--- config.mk ---
export PLATFORM = sky130hd
export DESIGN_NAME = byte_ones_accumulator
export DESIGN_NICKNAME = d
export VERILOG_FILES = /design/src/rtl/byte_stats_pkg.sv /design/src/rtl/byte_popcount.sv /design/src/rtl/byte_ones_accumulator.sv
export SDC_FILE = /design/constraint.sdc
export NUM_CORES = 1
export LEC_CHECK = 0
export CAP_MARGIN = 0
export CORE_ASPECT_RATIO = 1.75
export CORE_UTILIZATION = 48
export CTS_CLUSTER_SIZE = 12
export DETAILED_ROUTE_END_ITERATION = 6
export GPL_ROUTABILITY_DRIVEN = 0
export PLACE_DENSITY = 0.76
export SKIP_CTS_REPAIR_TIMING = 1
export SLEW_MARGIN = 20
export SYNTH_ARGS = -nofsm -noshare
export SYNTH_HDL_FRONTEND = slang
export SYNTH_SLANG_ARGS = --single-unit
--- constraint.sdc ---
create_clock -name clk -period 4 [get_ports clk]
set_input_delay 0.4 -clock clk [delete_from_list [all_inputs] [get_ports clk]]
set_output_delay 0.4 -clock clk [all_outputs]
set_load 0.02 [all_outputs]
--- src/rtl/byte_stats_pkg.sv ---
// Shared byte-statistics definitions: widths, accumulator FSM states, popcount helper.
// Latency: n/a (package).
// Backpressure: n/a (package).
package byte_stats_pkg;

  localparam int BYTE_W = 8;
  localparam int POP_W  = 4;   // 0..8 needs four bits; three would wrap 0xFF to 0

  typedef enum logic {
    ACCUM = 1'b0,
    HOLD  = 1'b1
  } state_e;

  // Count set bits of one byte.
  function automatic logic [POP_W-1:0] popcount8(input logic [BYTE_W-1:0] b);
    logic [POP_W-1:0] cnt;
    cnt = '0;
    for (int i = 0; i < BYTE_W; i++) begin
      cnt = cnt + POP_W'(b[i]);
    end
    return cnt;
  endfunction

endpackage

--- src/rtl/byte_popcount.sv ---
// Combinational ones-count of one byte (0..8).
// Latency: 0 cycles, purely combinational.
// Backpressure: none; no handshake, result follows the input.
module byte_popcount
  import byte_stats_pkg::*;
(
  input  logic [BYTE_W-1:0] data_i,
  output logic [POP_W-1:0]  ones_o
);

  // Single adder-tree reduction of the byte.
  always_comb begin
    ones_o = popcount8(data_i);
  end

endmodule

--- src/rtl/byte_ones_accumulator.sv ---
// Per-frame ones total, byte count, parity and overflow over a byte stream.
// Latency: result valid 1 cycle after the last beat of a frame is accepted.
// Backpressure: in_ready drops while a result is held; released the cycle after out_ready takes it.
module byte_ones_accumulator
  import byte_stats_pkg::*;
#(
  parameter  int LEN_W = 8,
  localparam int SUM_W = LEN_W + 3
) (
  input  logic              clk,
  input  logic              reset,
  input  logic              in_valid,
  output logic              in_ready,
  input  logic [BYTE_W-1:0] in_byte,
  input  logic              in_last,
  output logic              out_valid,
  input  logic              out_ready,
  output logic [SUM_W-1:0]  out_ones,
  output logic [LEN_W-1:0]  out_bytes,
  output logic              out_parity,
  output logic              out_overflow
);

  localparam logic [LEN_W-1:0] CNT_MAX = {LEN_W{1'b1}};

  state_e             state_q, state_d;
  logic [SUM_W-1:0]   acc_ones_q, acc_ones_d;
  logic [LEN_W-1:0]   acc_bytes_q, acc_bytes_d;
  logic               acc_ovf_q, acc_ovf_d;
  logic [SUM_W-1:0]   res_ones_q, res_ones_d;
  logic [LEN_W-1:0]   res_bytes_q, res_bytes_d;
  logic               res_ovf_q, res_ovf_d;

  logic [POP_W-1:0]   pop;
  logic               accept;
  logic               at_max;
  logic [SUM_W-1:0]   ones_next;
  logic [LEN_W-1:0]   bytes_next;
  logic               ovf_next;

  byte_popcount u_popcount (
    .data_i (in_byte),
    .ones_o (pop)
  );

  // Accept only in ACCUM; once the counter is pinned at its maximum, further
  // bytes neither count nor contribute ones, they only mark the frame overflowed.
  always_comb begin
    accept     = in_valid && (state_q == ACCUM);
    at_max     = (acc_bytes_q == CNT_MAX);
    ones_next  = at_max ? acc_ones_q  : acc_ones_q + SUM_W'(pop);
    bytes_next = at_max ? acc_bytes_q : acc_bytes_q + LEN_W'(1);
    ovf_next   = acc_ovf_q | at_max;
  end

  // State register.
  always_ff @(posedge clk) begin
    if (reset) begin
      state_q <= ACCUM;
    end else begin
      state_q <= state_d;
    end
  end

  // Next state and handshake outputs; no bypass from HOLD straight to accepting.
  always_comb begin
    state_d   = state_q;
    in_ready  = 1'b0;
    out_valid = 1'b0;
    case (state_q)
      ACCUM: begin
        in_ready = 1'b1;
        if (accept && in_last) begin
          state_d = HOLD;
        end
      end
      HOLD: begin
        out_valid = 1'b1;
        if (out_ready) begin
          state_d = ACCUM;
        end
      end
      default: state_d = ACCUM;
    endcase
  end

  // Accumulator and result next-state: last beat folds into the result and clears the running sums.
  always_comb begin
    acc_ones_d  = acc_ones_q;
    acc_bytes_d = acc_bytes_q;
    acc_ovf_d   = acc_ovf_q;
    res_ones_d  = res_ones_q;
    res_bytes_d = res_bytes_q;
    res_ovf_d   = res_ovf_q;
    if (accept) begin
      if (in_last) begin
        res_ones_d  = ones_next;
        res_bytes_d = bytes_next;
        res_ovf_d   = ovf_next;
        acc_ones_d  = '0;
        acc_bytes_d = '0;
        acc_ovf_d   = 1'b0;
      end else begin
        acc_ones_d  = ones_next;
        acc_bytes_d = bytes_next;
        acc_ovf_d   = ovf_next;
      end
    end
  end

  // Datapath registers; result registers only change on a last beat so they stay stable in HOLD.
  always_ff @(posedge clk) begin
    if (reset) begin
      acc_ones_q  <= '0;
      acc_bytes_q <= '0;
      acc_ovf_q   <= 1'b0;
      res_ones_q  <= '0;
      res_bytes_q <= '0;
      res_ovf_q   <= 1'b0;
    end else begin
      acc_ones_q  <= acc_ones_d;
      acc_bytes_q <= acc_bytes_d;
      acc_ovf_q   <= acc_ovf_d;
      res_ones_q  <= res_ones_d;
      res_bytes_q <= res_bytes_d;
      res_ovf_q   <= res_ovf_d;
    end
  end

  // Parity of all counted bits is the LSB of their sum.
  always_comb begin
    out_ones     = res_ones_q;
    out_bytes    = res_bytes_q;
    out_parity   = res_ones_q[0];
    out_overflow = res_ovf_q;
  end

endmodule

Word level (Yosys, flattened, before mapping)
Index checks and enable logic that the tools add are counted.
Cells by class
  shift-type cells: 0
  bitwise logic cells: 2
  equality and inequality tests: 1
  add/subtract/negate cells: 9
  muxes and demuxes: 10
  reduce and logical (&&, ||, !) cells: 3
  divide/modulo/power cells: 0
  $lt $le $gt $ge: 0
  multiply operators: 0
Operator list (number)
  adder 4 x 1 -> 4 bit: 6
  2-to-1 mux 11 bit: 2
  2-to-1 mux 8 bit: 2
  adder 11 x 4 -> 11 bit: 1
  adder 8 x 1 -> 8 bit (second input constant): 1
  equality test 8 bit (second input constant): 1
  2-to-1 mux 1 bit: 5
  adder 1 x 1 -> 2 bit: 1
  logical AND 1 bit: 2
  one-hot mux 1 bit (2 select lines): 1
  AND reduction 2 bit: 1
  NOT 1 bit: 1
  bitwise OR 1 bit: 1
Storage, ports and cells
  output and inout port bits: 23
  RAM bits: 0
  input bits: 13
  logic and storage cells: 32
  memories kept: 0
  bits in latches: 0
  flip-flop bits (word level): 41
  memory bits (read-only): 0

Logic depth before layout (Yosys ltp)
  word-level depth: 10
  depth in mapped cells: 14
  gate-level depth less buffers: 14

By module
Synthesis repeated with hierarchy kept, for this count alone.
Unflattened totals
  cells, all modules: 270
  area, all modules: 2303.5 µm²
Modules (own cells, without submodules)
  byte_ones_accumulator: seq. area each 820.8 µm², area an instance 2113.3 µm², cells each 246, times used 1
  byte_popcount: seq. area each 0.0 µm², area an instance 190.2 µm², cells each 24, times used 1

Worst setup path after synthesis
Ideal clock, no wire load.
  kind: in2reg
  start point: input port in_byte[0]
  end point: register acc_ones_q[4]
  cell stages on the path: 12
  setup time: 87 ps
  slack: -83 ps
  data required time: 3913 ps
  data arrival time: 3996 ps
  path buffers: 0
  cells stage by stage: ha_1 -> inv_1 -> fa_1 -> fa_1 -> fa_1 -> fa_1 -> fa_1 -> nand2b_1 -> a21oi_2 -> nand2_1 -> or4_1 -> o31ai_1
Between the ends
  word-level cells in the longest chain between the ends: 10
RTL lines
  start: declaration: line byte_ones_accumulator.sv:14  | input logic [BYTE_W-1:0] in_byte,
  adder 1 x 1 -> 2 bit: line byte_stats_pkg.sv:19  | cnt = cnt + POP_W'(b[i]);
  adder 4 x 1 -> 4 bit (6 in series): line byte_stats_pkg.sv:19
  adder 11 x 4 -> 11 bit: line byte_ones_accumulator.sv:51  | ones_next = at_max ? acc_ones_q : acc_ones_q + SUM_W'(pop);
  2-to-1 mux 11 bit: line byte_ones_accumulator.sv:51
  2-to-1 mux 11 bit: line byte_ones_accumulator.sv:96  | if (in_last) begin
  end signal: assignment: line byte_ones_accumulator.sv:121  | acc_ones_q <= acc_ones_d;
  end: declaration: line byte_ones_accumulator.sv:27  | logic [SUM_W-1:0] acc_ones_q, acc_ones_d;
No other way between the ends.
A chain may end at the register's enable or synchronous reset.

Worst setup path in the final report
  start point: input port in_byte[1]
  end point: register acc_ones_q[4]
The elaborated chain is that of the path after synthesis.

==> summary.txt <==
Run status
  – Outcome: completed

Power and ir drop
  – Leak pwr: 1.108 nW
  – Max VDD drop: 433.2 µV
  – Pwr dens: 359.0 nW/µm²

Floorplanning
  – IO Pins: 36
  – Width of the chip: 52.82 µm
  – Die height: 90.94 µm
  – Core area: 4364 µm²
  – Row cnt: 32
  – Starting Density: 0.4971
  – Die area: 4803 µm²

Clock tree
  – CTS tree: done
  – Root buf cell: clkbuf_8
  – CTS sink count: 41
  – Buffer levels on the longest clock path: 2
  – H-tree lvl count: 2
  – Total CTS buffers: 5
  – Worst skew pair latency: 0.30 ns
  – Clock transition at the registers of the reported paths: 0.09 ns

Setup path
  – Cell mode on critical path: fa_2
  – Critical path's slowest cell: or4_4
  – Crit path largest cell delay: 0.56 ns
  – Max FO, Critical Path: 3
  – Setup Crit Path Kind: in2reg
  – Critical path data required time: 4.22 ns
  – Critical Path, Cell by Cell: dlymetal6s2s_1 > ha_1 > inv_2 > fa_1 > fa_1 > fa_2 > fa_2 > fa_2 > nand2b_4 > a21oi_4 > nand2_2 > or4_4 > o31ai_4
  – Critical Path Source Type: input pin
  – WP buf/inv: 2
  – Nature of the critical path endpoint: flip-flop
  – WP data arrival: 4.16 ns
  – Delay-heaviest family, CP: adder cells

Routing
  – Residual DRC count: 0
  – Wire per inst: 14.43 µm
  – DRT Pass-1 Iters: 4
  – Vias per cell: 5.544
  – Initial drt markers: 43
  – Final WL: 5.066 mm
  – Remaining antenna violation count after routing: 0
  – Via count: 1946

Timing
  – Final setup margin: 0.05716 ns
  – Max Clock Freq: 253.6 MHz
  – Slew headroom: 0.3340
  – Skew final: 0.01348 ns
  – Max-slew violations: 0
  – Tcrit/Tclk final: 0.9857
  – Post-route minimum period: 3.943 ns
  – Least-Margin Pin Slew: 0.9959 ns
  – Final TNS setup: 0 ns
  – Final Hold Viols: 0
  – Final setup violating endpoints: 0

Logic synthesis
  – Dominant cells by area after synthesis: dfxtp_1, o21ai_0, nand2_1
  – Avg Cell Area, Syn: 8.475 µm²
  – Post-synth EDFFs: 0
  – Count leader, synth: dfxtp_1
  – Post-synth top cells: dfxtp_1, o21ai_0, nand2_1
  – Yosys top cell area share: 0.3783
  – Cells after Synth: 256
  – Combinational family with the most area after synthesis: compound AO/OA/AOI/OAI gates
  – Post-synthesis cell area: 2170 µm²
  – Synth Area in Simple Gates: 0.1851
  – Mapped Nets: 282
  – Post-synthesis sequential area ratio: 0.3783
  – Synth Warn #: 0
  – Biggest area consumer among synthesized cells: dfxtp_1
  – Commonest register cell after synthesis: dfxtp_1
  – Synth unique cells: 45
  – XOR/XNOR Fraction of Synth Area: 0.05248
  – Post-synthesis adder-cell area fraction: 0.09227
  – FFs w/ async S/R, synth: 0
  – Mux cell area share after synthesis: 0.02826
  – Synth Register Bits: 41
  – Compound-cell area share of the yosys netlist: 0.1978

Global routing
  – Antenna violations before repair: 0
  – Largest net degree at the start of global routing: 24
  – First-pass GRT wire length: 8.128 mm
  – Number of global-route vias before repair: 1874
  – Total global-route track usage: 0.2237
  – Gr ovfl total: 0

Placement
  – Detailed Place HPWL: 3.382 mm
  – Pre-CTS setup slack: -0.5647 ns
  – Port bufs: 35

Layout
  – Nets: 325
  – Layout cells sized above 1: 0.1800
  – Antenna cells: 0
  – Layout Area Growth over Synthesis: 32.18%

Worst hold path
  – Hold WC Path Type: reg2reg

Flow run
  – MaxCap Viol Count: 0
## cell usage in the layout (no fill, tap or decap), types with 6 or more instances in the layout
| cell | instances |
|---|---|
| dfxtp_1 | 41 |
| clkdlybuf4s50_1 | 31 |
| nand2_1 | 26 |
| o21ai_0 | 26 |
| nor2_1 | 18 |
| a21oi_1 | 17 |
| inv_1 | 15 |
| buf_4 | 15 |
| or3_1 | 7 |
| xnor2_1 | 6 |
| xor2_1 | 6 |
| ha_1 | 6 |
| clkbuf_8 | 6 |
## final timing paths
| check | from | end | slack (ns) | cells past startpoint |
|---|---|---|---|---|
| max | in_byte[1] | acc_ones_q[4]$_SDFFE_PP0P_ | 0.06 | 13 |
| min | out_bytes[5]$_SDFFE_PP0P_ | out_bytes[5]$_SDFFE_PP0P_ | 0.46 | 2 |
| max reg2reg | acc_ones_q[0]$_SDFFE_PP0P_ | acc_ones_q[4]$_SDFFE_PP0P_ | 1.84 | 8 |
| min reg2reg | out_bytes[5]$_SDFFE_PP0P_ | out_bytes[5]$_SDFFE_PP0P_ | 0.46 | 2 |
## layer usage
| layer | global-route usage | vias to the layer above | routed length [µm] |
|---|---|---|---|
| li1 | - | 962 | - |
| met1 | 0.2353 | 943 | 2066 |
| met2 | 0.4124 | 34 | 2819 |
| met3 | 0.03685 | 7 | 107 |
| met4 | 0.08991 | 0 | 72 |
| met5 | 0 | - | 0 |
## layout make-up
type / instances / area [µm²]
Clock inverter: 2 / 37.54
Clock buffer: 6 / 82.58
Tap cell: 51 / 63.81
Fill cell: 368 / 1496
Inverter: 17 / 63.81
Sequential cell: 41 / 820.8
Multi-Input combinational cell: 183 / 1306
Timing Repair Buffer: 51 / 493.0
## tightest hold or removal path, stage by stage (launching register included)
cell and delay, ns:
dfxtp_1 0.33, nand2_1 0.04, o21ai_0 0.05
## sequential cells by signal (all words and copies together), names as in the netlist
name	flops
state_q	1
acc_ovf_q	1
out_bytes	8
acc_ones_q	11
acc_bytes_q	8
out_ones	11
out_overflow	1
## logic make-up after synthesis
family,Yosys count
and+or+nand+nor,80
AOI/OAI and AO/OA,71
DFF,41
buffers and inverters,32
xor gates and xnor gates,13
adders and majority gates,13
muxes,6
## where the power goes
part           internal, W  leakage, nW  switching [W]
sequential        0.000420        0.331     0.00000942
clock             0.000203       0.0574       0.000152
combinational     0.000118        0.719       0.000127
## per-stage QoR
stage | std cells | util | hold slack [ns] | power, W | cell area, µm²
after global placement | 337 | 0.5940 | 0.4328 | 0.0006311 | 2592
after global routing | 351 | 0.6571 | 0.4982 | 0.001075 | 2868
after floorplan | 256 | - | 0.4591 | 0.0005760 | 2182
final | 351 | 0.6571 | 0.4557 | 0.001030 | 2868
after CTS | 345 | 0.6216 | 0.4610 | 0.0009885 | 2713
after detailed placement | 337 | 0.5940 | 0.4414 | 0.0006393 | 2592
Power figures use the tool's default switching activity.
